==> src/rtl/param_alu_pkg.sv <==
// Shared opcode map and FSM state encoding for param_alu_seq.
package param_alu_pkg;

    localparam logic [3:0] OP_INCA  = 4'b0000;
    localparam logic [3:0] OP_INCB  = 4'b0001;
    localparam logic [3:0] OP_PASSA = 4'b0010;
    localparam logic [3:0] OP_PASSB = 4'b0011;
    localparam logic [3:0] OP_DECA  = 4'b0100;
    localparam logic [3:0] OP_MUL   = 4'b0101;
    localparam logic [3:0] OP_ADD   = 4'b0110;
    localparam logic [3:0] OP_SUB   = 4'b0111;
    localparam logic [3:0] OP_NOTA  = 4'b1000;
    localparam logic [3:0] OP_NOTB  = 4'b1001;
    localparam logic [3:0] OP_AND   = 4'b1010;
    localparam logic [3:0] OP_OR    = 4'b1011;
    localparam logic [3:0] OP_XOR   = 4'b1100;
    localparam logic [3:0] OP_XNOR  = 4'b1101;
    localparam logic [3:0] OP_NAND  = 4'b1110;
    localparam logic [3:0] OP_NOR   = 4'b1111;

    typedef enum logic [1:0] {
        IDLE = 2'd0,
        MUL  = 2'd1,
        DONE = 2'd2
    } state_t;

endpackage

==> src/rtl/alu_seq_mul.sv <==
// Iterative signed multiplier: operands captured on start, one shift-add
// partial product per cycle, done pulses on the last iteration with the product.
module alu_seq_mul #(
    parameter int WIDTH = 4
) (
    input  logic                 clk,
    input  logic                 rst,
    input  logic                 start,
    input  logic [WIDTH-1:0]     a,
    input  logic [WIDTH-1:0]     b,
    output logic                 done,
    output logic [2*WIDTH-1:0]   product
);
    localparam int RW = 2 * WIDTH;
    localparam int CW = $clog2(WIDTH + 1);

    logic [WIDTH:0]  mag_a, mag_b;
    logic            neg;
    logic [RW-1:0]   acc, partial, sum;
    logic [CW-1:0]   cnt;
    logic            running;

    // WIDTH+1 bits so the most negative operand has a representable magnitude
    function automatic logic [WIDTH:0] magnitude(input logic [WIDTH-1:0] x);
        logic [WIDTH:0] ext;
        ext = {x[WIDTH-1], x};
        return x[WIDTH-1] ? (~ext + {{WIDTH{1'b0}}, 1'b1}) : ext;
    endfunction

    assign partial = mag_b[cnt] ? (RW'(mag_a) << cnt) : '0;
    assign sum     = acc + partial;
    assign done    = running && (cnt == CW'(WIDTH - 1));
    assign product = neg ? (~sum + {{(RW-1){1'b0}}, 1'b1}) : sum;

    always_ff @(posedge clk or posedge rst) begin
        if (rst) begin
            running <= 1'b0;
            cnt     <= '0;
        end else if (start) begin
            running <= 1'b1;
            cnt     <= '0;
        end else if (running) begin
            if (done) begin
                running <= 1'b0;
                cnt     <= '0;
            end else begin
                cnt <= cnt + 1'b1;
            end
        end
    end

    always_ff @(posedge clk) begin
        if (start) begin
            mag_a <= magnitude(a);
            mag_b <= magnitude(b);
            neg   <= a[WIDTH-1] ^ b[WIDTH-1];
            acc   <= '0;
        end else if (running) begin
            acc <= sum;
        end
    end

endmodule

==> src/rtl/param_alu_seq.sv <==
// Handshaked WIDTH-bit signed ALU with iterative multiply and status flags.
// Define ALU_SATURATE_EN to clamp out-of-range arithmetic results to WIDTH-bit signed.
module param_alu_seq
    import param_alu_pkg::*;
#(
    parameter int WIDTH = 4
) (
    input  logic                 clk,
    input  logic                 rst,
    input  logic                 in_valid,
    output logic                 in_ready,
    input  logic [WIDTH-1:0]     a,
    input  logic [WIDTH-1:0]     b,
    input  logic [3:0]           sel,
    output logic                 out_valid,
    input  logic                 out_ready,
    output logic [2*WIDTH-1:0]   y,
    output logic                 flag_z,
    output logic                 flag_n,
    output logic                 flag_v,
    output logic                 busy
);
    localparam int RW = 2 * WIDTH;
    localparam logic signed [RW-1:0] ONE  = {{(RW-1){1'b0}}, 1'b1};
    localparam logic signed [RW-1:0] MAXV = {{(WIDTH+1){1'b0}}, {(WIDTH-1){1'b1}}};
    localparam logic signed [RW-1:0] MINV = {{(WIDTH+1){1'b1}}, {(WIDTH-1){1'b0}}};

    state_t state, state_nxt;
    logic   mul_start, mul_done, load;
    logic   arith, ovf;
    logic [WIDTH-1:0]      lres;
    logic signed [RW-1:0]  a_ext, b_ext, exact, res, mul_product;

    function automatic logic fits(input logic signed [RW-1:0] x);
        return (x >= MINV) && (x <= MAXV);
    endfunction

`ifdef ALU_SATURATE_EN
    function automatic logic signed [RW-1:0] saturate(input logic signed [RW-1:0] x);
        if (x > MAXV) return MAXV;
        if (x < MINV) return MINV;
        return x;
    endfunction
`endif

    assign a_ext = {{WIDTH{a[WIDTH-1]}}, a};
    assign b_ext = {{WIDTH{b[WIDTH-1]}}, b};

    alu_seq_mul #(.WIDTH(WIDTH)) u_mul (
        .clk     (clk),
        .rst     (rst),
        .start   (mul_start),
        .a       (a),
        .b       (b),
        .done    (mul_done),
        .product (mul_product)
    );

    always_ff @(posedge clk or posedge rst) begin
        if (rst) state <= IDLE;
        else     state <= state_nxt;
    end

    always_comb begin
        state_nxt = state;
        mul_start = 1'b0;
        load      = 1'b0;
        case (state)
            IDLE: begin
                if (in_valid) begin
                    if (sel == OP_MUL) begin
                        state_nxt = MUL;
                        mul_start = 1'b1;
                    end else begin
                        state_nxt = DONE;
                        load      = 1'b1;
                    end
                end
            end
            MUL: begin
                if (mul_done) begin
                    state_nxt = DONE;
                    load      = 1'b1;
                end
            end
            DONE: begin
                if (out_ready) state_nxt = IDLE;
            end
            default: state_nxt = IDLE;
        endcase
    end

    assign in_ready  = (state == IDLE) && !rst;
    assign out_valid = (state == DONE);
    assign busy      = (state == MUL);

    // Operands are only live in IDLE; in MUL the result comes from the multiplier
    always_comb begin
        exact = '0;
        lres  = '0;
        arith = 1'b0;
        if (state == MUL) begin
            exact = mul_product;
            arith = 1'b1;
        end else begin
            case (sel)
                OP_INCA:  begin exact = a_ext + ONE;   arith = 1'b1; end
                OP_INCB:  begin exact = b_ext + ONE;   arith = 1'b1; end
                OP_PASSA: exact = a_ext;
                OP_PASSB: exact = b_ext;
                OP_DECA:  begin exact = a_ext - ONE;   arith = 1'b1; end
                OP_MUL:   arith = 1'b1;
                OP_ADD:   begin exact = a_ext + b_ext; arith = 1'b1; end
                OP_SUB:   begin exact = a_ext - b_ext; arith = 1'b1; end
                OP_NOTA:  lres = ~a;
                OP_NOTB:  lres = ~b;
                OP_AND:   lres = a & b;
                OP_OR:    lres = a | b;
                OP_XOR:   lres = a ^ b;
                OP_XNOR:  lres = ~(a ^ b);
                OP_NAND:  lres = ~(a & b);
                default:  lres = ~(a | b);
            endcase
            if (sel[3]) exact = {{WIDTH{lres[WIDTH-1]}}, lres};
        end
        ovf = arith && !fits(exact);
`ifdef ALU_SATURATE_EN
        res = arith ? saturate(exact) : exact;
`else
        res = exact;
`endif
    end

    always_ff @(posedge clk or posedge rst) begin
        if (rst) begin
            y      <= '0;
            flag_z <= 1'b0;
            flag_n <= 1'b0;
            flag_v <= 1'b0;
        end else if (load) begin
            y      <= res;
            flag_z <= (res == '0);
            flag_n <= res[RW-1];
            flag_v <= ovf;
        end
    end

endmodule
==> config.mk <==
export PLATFORM = sky130hd
export DESIGN_NAME = param_alu_seq
export DESIGN_NICKNAME = d
export VERILOG_FILES = /design/src/rtl/param_alu_pkg.sv /design/src/rtl/alu_seq_mul.sv /design/src/rtl/param_alu_seq.sv
export SDC_FILE = /design/constraint.sdc
export NUM_CORES = 1
export LEC_CHECK = 0
export CAP_MARGIN = 20
export CORE_AREA = 2 2 79 81
export CTS_CLUSTER_DIAMETER = 60
export CTS_CLUSTER_SIZE = 8
export DETAILED_ROUTE_END_ITERATION = 8
export DIE_AREA = 0 0 81 83
export GPL_ROUTABILITY_DRIVEN = 0
export PLACE_DENSITY = 0.85
export SKIP_LAST_GASP = 1
export SLEW_MARGIN = 20
export SYNTH_ARGS = -nofsm -noshare
export SYNTH_HDL_FRONTEND = slang
export SYNTH_SLANG_ARGS = --single-unit
==> constraint.sdc <==
create_clock -name clk -period 4.1 [get_ports clk]
set_input_delay 0.82 -clock clk [delete_from_list [all_inputs] [get_ports clk]]
set_output_delay 0.82 -clock clk [all_outputs]
set_load 0.01 [all_outputs]
Word level (Yosys, flattened, before mapping)

Cells that the tools add are included.

Register bits after elaboration: 36
Logic and storage cells: 102
Output and inout port bits: 14

Mux-type cells: 30
Reductions and logical operators: 13
Add/subtract/negate cells: 10
Order comparisons: 3
Equality and inequality tests: 20
Bitwise operators: 12
Shifts and indexed selects: 1

Operators with widths:

| kind                | count |
|---|---|
| $pmux 8 s7          | 1 |
| $mux 8              | 4 |
| $pmux 4 s8          | 1 |
| $eq 4x4->1 const B  | 7 |
| $not 4->4           | 5 |
| $eq 4x3->1 const B  | 4 |
| $mux 3              | 5 |
| $mux 1              | 12 |
| $add 4x2->5 const B | 2 |
| $add 5x1->5 const B | 2 |
| $not 5->5           | 2 |
| $add 8x1->8 const B | 1 |
| $add 8x8->8         | 1 |
| $eq 4x2->1 const B  | 2 |
| $ge 8x4->1 const B  | 1 |
| $le 8x4->1 const B  | 1 |
| $logic_not 8->1     | 1 |
| $mux 2              | 4 |
| $not 8->8           | 1 |
| $reduce_or 8->1     | 1 |
| $shl 5x3->8         | 1 |
| $pmux 2 s3          | 1 |
| $reduce_or 6->1     | 1 |
| $add 4x4->5         | 1 |
| other kinds (22)    | 27 |

Longest topological paths before layout

Gate-level depths: netlist of run 1.

Depth after elaboration: 12
Mapped depth: 17
Mapped depth without buffers: 15

Cells and area by module

From an unflattened synthesis of run 1, not the netlist that was laid out.

Cells, all modules: 395
Area, all modules: 3418.3 µm²

Modules (own cells, without submodules):

| module        | sequential area each (µm²) | cells an instance | area each (µm²) | instances |
|---|---|---|---|---|
| param_alu_seq | 300.3                      | 219               | 1722.9          | 1 |
| alu_seq_mul   | 590.6                      | 176               | 1695.4          | 1 |

Least setup slack after synthesis of run 1

OpenSTA, ideal clock, no wires.

Path type: reg2reg
From: register u_mul.cnt[1]
To: register flag_z
Data arrival time: 3577 ps
Clock period less this slack: 3681 ps
Setup slack: 419 ps
Stages on the path, launching flop included: 16
Path through: dfrtp_1 -> buf_1 -> mux4_2 -> nand2_1 -> nor3_1 -> ha_1 -> inv_1 -> fa_1 -> nand2b_1 -> a21oi_1 -> xor2_1 -> or3_4 -> o31ai_4 -> xor2_1 -> o2111ai_1 -> o41ai_2

Cells in the longest elaborated chain, start to end: 9

Ends and longest elaborated chain:

| element                      | RTL line             | RTL |
|---|---|---|
| start: declaration           | alu_seq_mul.sv:20    | `logic [CW-1:0] cnt;` |
| start signal: assignment     | alu_seq_mul.sv:47    | `cnt <= cnt + 1'b1;` |
| $bmux 1 s3                   | alu_seq_mul.sv:30    | `assign partial = mag_b[cnt] ? (RW'(mag_a) << cnt) : '0;` |
| $mux 1 (not written as such) | alu_seq_mul.sv:30    |  |
| $mux 8                       | alu_seq_mul.sv:30    |  |
| $add 8x8->8                  | alu_seq_mul.sv:31    | `assign sum = acc + partial;` |
| $not 8->8                    | alu_seq_mul.sv:33    | `assign product = neg ? (~sum + {{(RW-1){1'b0}}, 1'b1}) : sum;` |
| $add 8x1->8                  | alu_seq_mul.sv:33    |  |
| $mux 8                       | alu_seq_mul.sv:33    |  |
| $mux 8                       | param_alu_seq.sv:102 | `if (state == MUL) begin` |
| $logic_not 8->1              | param_alu_seq.sv:142 | `flag_z <= (res == '0);` |
| end signal: assignment       | param_alu_seq.sv:142 |  |
| end: declaration             | param_alu_seq.sv:18  | `output logic flag_z,` |

Parallel ways exist; a longest one is shown, timed or not. The select of a mux whose other input is x is not followed.
A chain may end at the register's enable or synchronous reset.

Worst setup path after layout of run 1

From: register u_mul.cnt[0]
To: register flag_z

Same word-level chain as after synthesis.

==> results of run 1 <==
-- flip-flops by register name (all words and copies together), names as in the netlist --
| signal | flops |
|---|---|
| flag_v | 1 |
| y | 8 |
| state | 2 |
| u_mul.neg | 1 |
| u_mul.running | 1 |
| u_mul.mag_b | 5 |
| u_mul.acc | 8 |
| u_mul.cnt | 3 |
| u_mul.mag_a | 5 |
| flag_z | 1 |
-- critical path, delay by kind of cell (launching register included) --
family,cells,cell delay [ps]
compound gates,4,1140
xor+xnor,2,290
fa+ha+maj,2,680
buf+inv,2,240
flops,1,410
mux,1,390
simple gates,4,630
-- logic make-up after synthesis --
| group | Yosys count | share of synthesized area |
|---|---|---|
| compound gates | 109 | 0.221 |
| fa+ha+maj | 26 | 0.102 |
| mux | 22 | 0.0760 |
| buf+inv | 49 | 0.0575 |
| flops | 35 | 0.268 |
| simple gates | 150 | 0.215 |
| other cells | 1 | 0.00113 |
| xor+xnor | 19 | 0.0587 |
-- per-stage QoR --
| stage | power (mW) | std cells | setup WS [ps] | hold WS, ps |
|---|---|---|---|---|
| 5_1_grt | 2.34 | 516 | 30.8 | 504 |
| 3_5_place_dp | 1.92 | 508 | 218 | 472 |
| 6_report | 2.18 | 516 | 239 | 491 |
| 2_1_floorplan | 1.55 | 412 | 419 | 467 |
| 4_1_cts | 2.17 | 516 | 270 | 488 |
| 3_3_place_gp | 1.86 | 508 | 288 | 463 |
-- cell type report --
| type | instances | area, um^2 |
|---|---|---|
| clock buffers | 5 | 68.8 |
| well taps | 75 | 93.8 |
| flip-flops and latches | 35 | 891 |
| fillers | 492 | 1990 |
| clock inverters | 3 | 15.0 |
| repair buffers | 45 | 410 |
| multi-input cells | 328 | 2250 |
| inverters | 25 | 93.8 |
-- layout by cell type, fill, tap and decap left out, drive strengths merged, types with 14 or more instances in the layout --
master / instances
nor2: 41
o21ai: 29
ha: 24
nor2b: 16
buf: 16
clkdlybuf4s50: 29
dfrtp: 16
inv: 24
mux2i: 14
a21oi: 30
nand2: 46
-- layer usage --
| layer | vias up | share of wire | global-route usage |
|---|---|---|---|
| met5 | - | 0 | 0 |
| met4 | 0 | 0.028 | 0.116 |
| met3 | 20 | 0.061 | 0.0293 |
| met2 | 142 | 0.50 | 0.456 |
| met1 | 1461 | 0.41 | 0.330 |
| li1 | 1515 | - | - |
-- path summary, 6_finish.rpt --
| path | from | endpoint | slack [ps] | depth (start not counted) |
|---|---|---|---|---|
| worst max-delay path | u_mul.cnt[0]$_DFFE_PP0P_ | flag_z$_DFFE_PP0P_ | 240 | 15 |
| min in group asynchronous | rst | y[2]$_DFFE_PP0P_ | 960 | 2 |
| worst min-delay path | y[4]$_DFFE_PP0P_ | y[4]$_DFFE_PP0P_ | 490 | 2 |
| max in group asynchronous | rst | u_mul.running$_DFF_PP0_ | 2720 | 2 |
| worst min register to register | y[4]$_DFFE_PP0P_ | y[4]$_DFFE_PP0P_ | 490 | 2 |
| worst max register to register | u_mul.cnt[0]$_DFFE_PP0P_ | flag_z$_DFFE_PP0P_ | 240 | 15 |
-- where the power goes --
group	internal, mW	total [mW]	switching (mW)
Sequential	0.449	0.531	0.0822
Combinational	0.611	1.41	0.799
Clock	0.116	0.237	0.121
==> impl_metrics.toml, run 1 <==
[detailed_routing]
wl_per_cell_um = 16.2
firstDrtPassIters = 7
drt-initial-drc-count = 213
ant_nets = 0
viasPerCell = 6.08
vias = 3138
route.detailed.drc = 0
totalWireLength_um = 8370

[logic_synthesis]
postSynthCellCount = 411
synth_edf_count = 11
synthArstFlopShare = 0.457
synthTopCellsByArea = "dfrtp_1 (12%), edfxtp_1 (9.9%), ha_1 (9.0%)"
syn_avg_cell_area_um2 = 8.09
synth-seq-cells = 35
synth_top_cell_by_area = "dfrtp_1"
synthDistinctLibCells = 66
yosysMostFrequentCell = "nand2_1"
synth_commonest_cells = "nand2_1 (45), nor2_1 (41), a21oi_1 (29), o21ai_0 (26), ha_1 (24)"
synth-main-ff-cell = "dfrtp_1"
netlist_area_mm2 = 0.00333
ys_seq_area_frac = 0.268
synth_top_area_share = 0.120
yosysWarnings = 0

[clocking]
numCtsBuffers = 5
clk_latency_ps = 280
clockBufferDepth = 2
cts_sinks = 35
htree_num_levels = 2
root_buffer = "clkbuf_8"
ctsHoldBuffers = 0
cts_tree = "done"
ctsResizeCount = 0
postCtsSetupRepairBufs = 0
path_clk_slew_ps = 70

[sta]
layout_worst_path_cycle_share = 0.942
fin_tns_setup_ps = 0
skew_ps = 7.35
max_slew_margin = 0.533
fmax_mhz = 259
rsz0062_at_grt = "no"
period_needed_ps = 3860
setup_violations = 0
final-hold-violation-count = 0
drv_slew = 0
max_slew.worst_pin.slew_ps = 700

[critical_path]
cp-end-kind = "flip-flop"
cp_max_fo = 4
cp_data_required_time_ps = 4290
start_kind = "flip-flop"
critPathMaxStageDelay_ps = 450
cp_cell_sequence = "mux4_2, nand2_1, nor3_1, ha_1, inv_1, fa_1, nand2b_1, a21oi_1, xor2_1, buf_4, o41ai_1, xnor2_1, nand2_1, o2111ai_1, o41ai_2"
crit_top_cell = "nand2_1"
worstPathArrival_ps = 4050
worst-setup-path-type = "reg -> reg"
cpMaxStageDelayCell = "o41ai_1"

[die]
fp.dieH_um = 83
dieArea_mm2 = 0.00672
start_util = 0.572
core_area_mm2 = 0.00582
rows = 28
io_pins = 30
dieWidth_um = 81

[layout]
fin_area_mm2 = 0.00383
nNetsFinal = 482
final_util = 0.658
antenna_cells = 0
drive_gt1_frac = 0.107
syn_to_final_growth_pct = 15.0

[global_route]
gr-total-overflow = 0
grt_max_degree = 27
grt_pass1_wl_um = 14300
grt_pass1_vias = 3093
antenna_found_initial = 0
grt_usage = 0.265

[power]
powerDensity_mw_per_mm2 = 569
power_leakage_nw = 1.62
vdd_drop_max_v = 0.000484

[worst_hold_path]
hold_class = "reg -> reg"

[placement]
portBuffers = 29
hpwl_um = 6580
placed_area_mm2 = 0.00374

[status]
outcome = "finished clean"

[job]
drv_cap = 0
(Power assumes the default switching activity.)
==> run 2, diff against run 1 <==
Settings changed: CAP_MARGIN 20 to 25.
==> results of run 2 <==
Same layout as run 1: the final DEF is identical, and so are final timing and power.
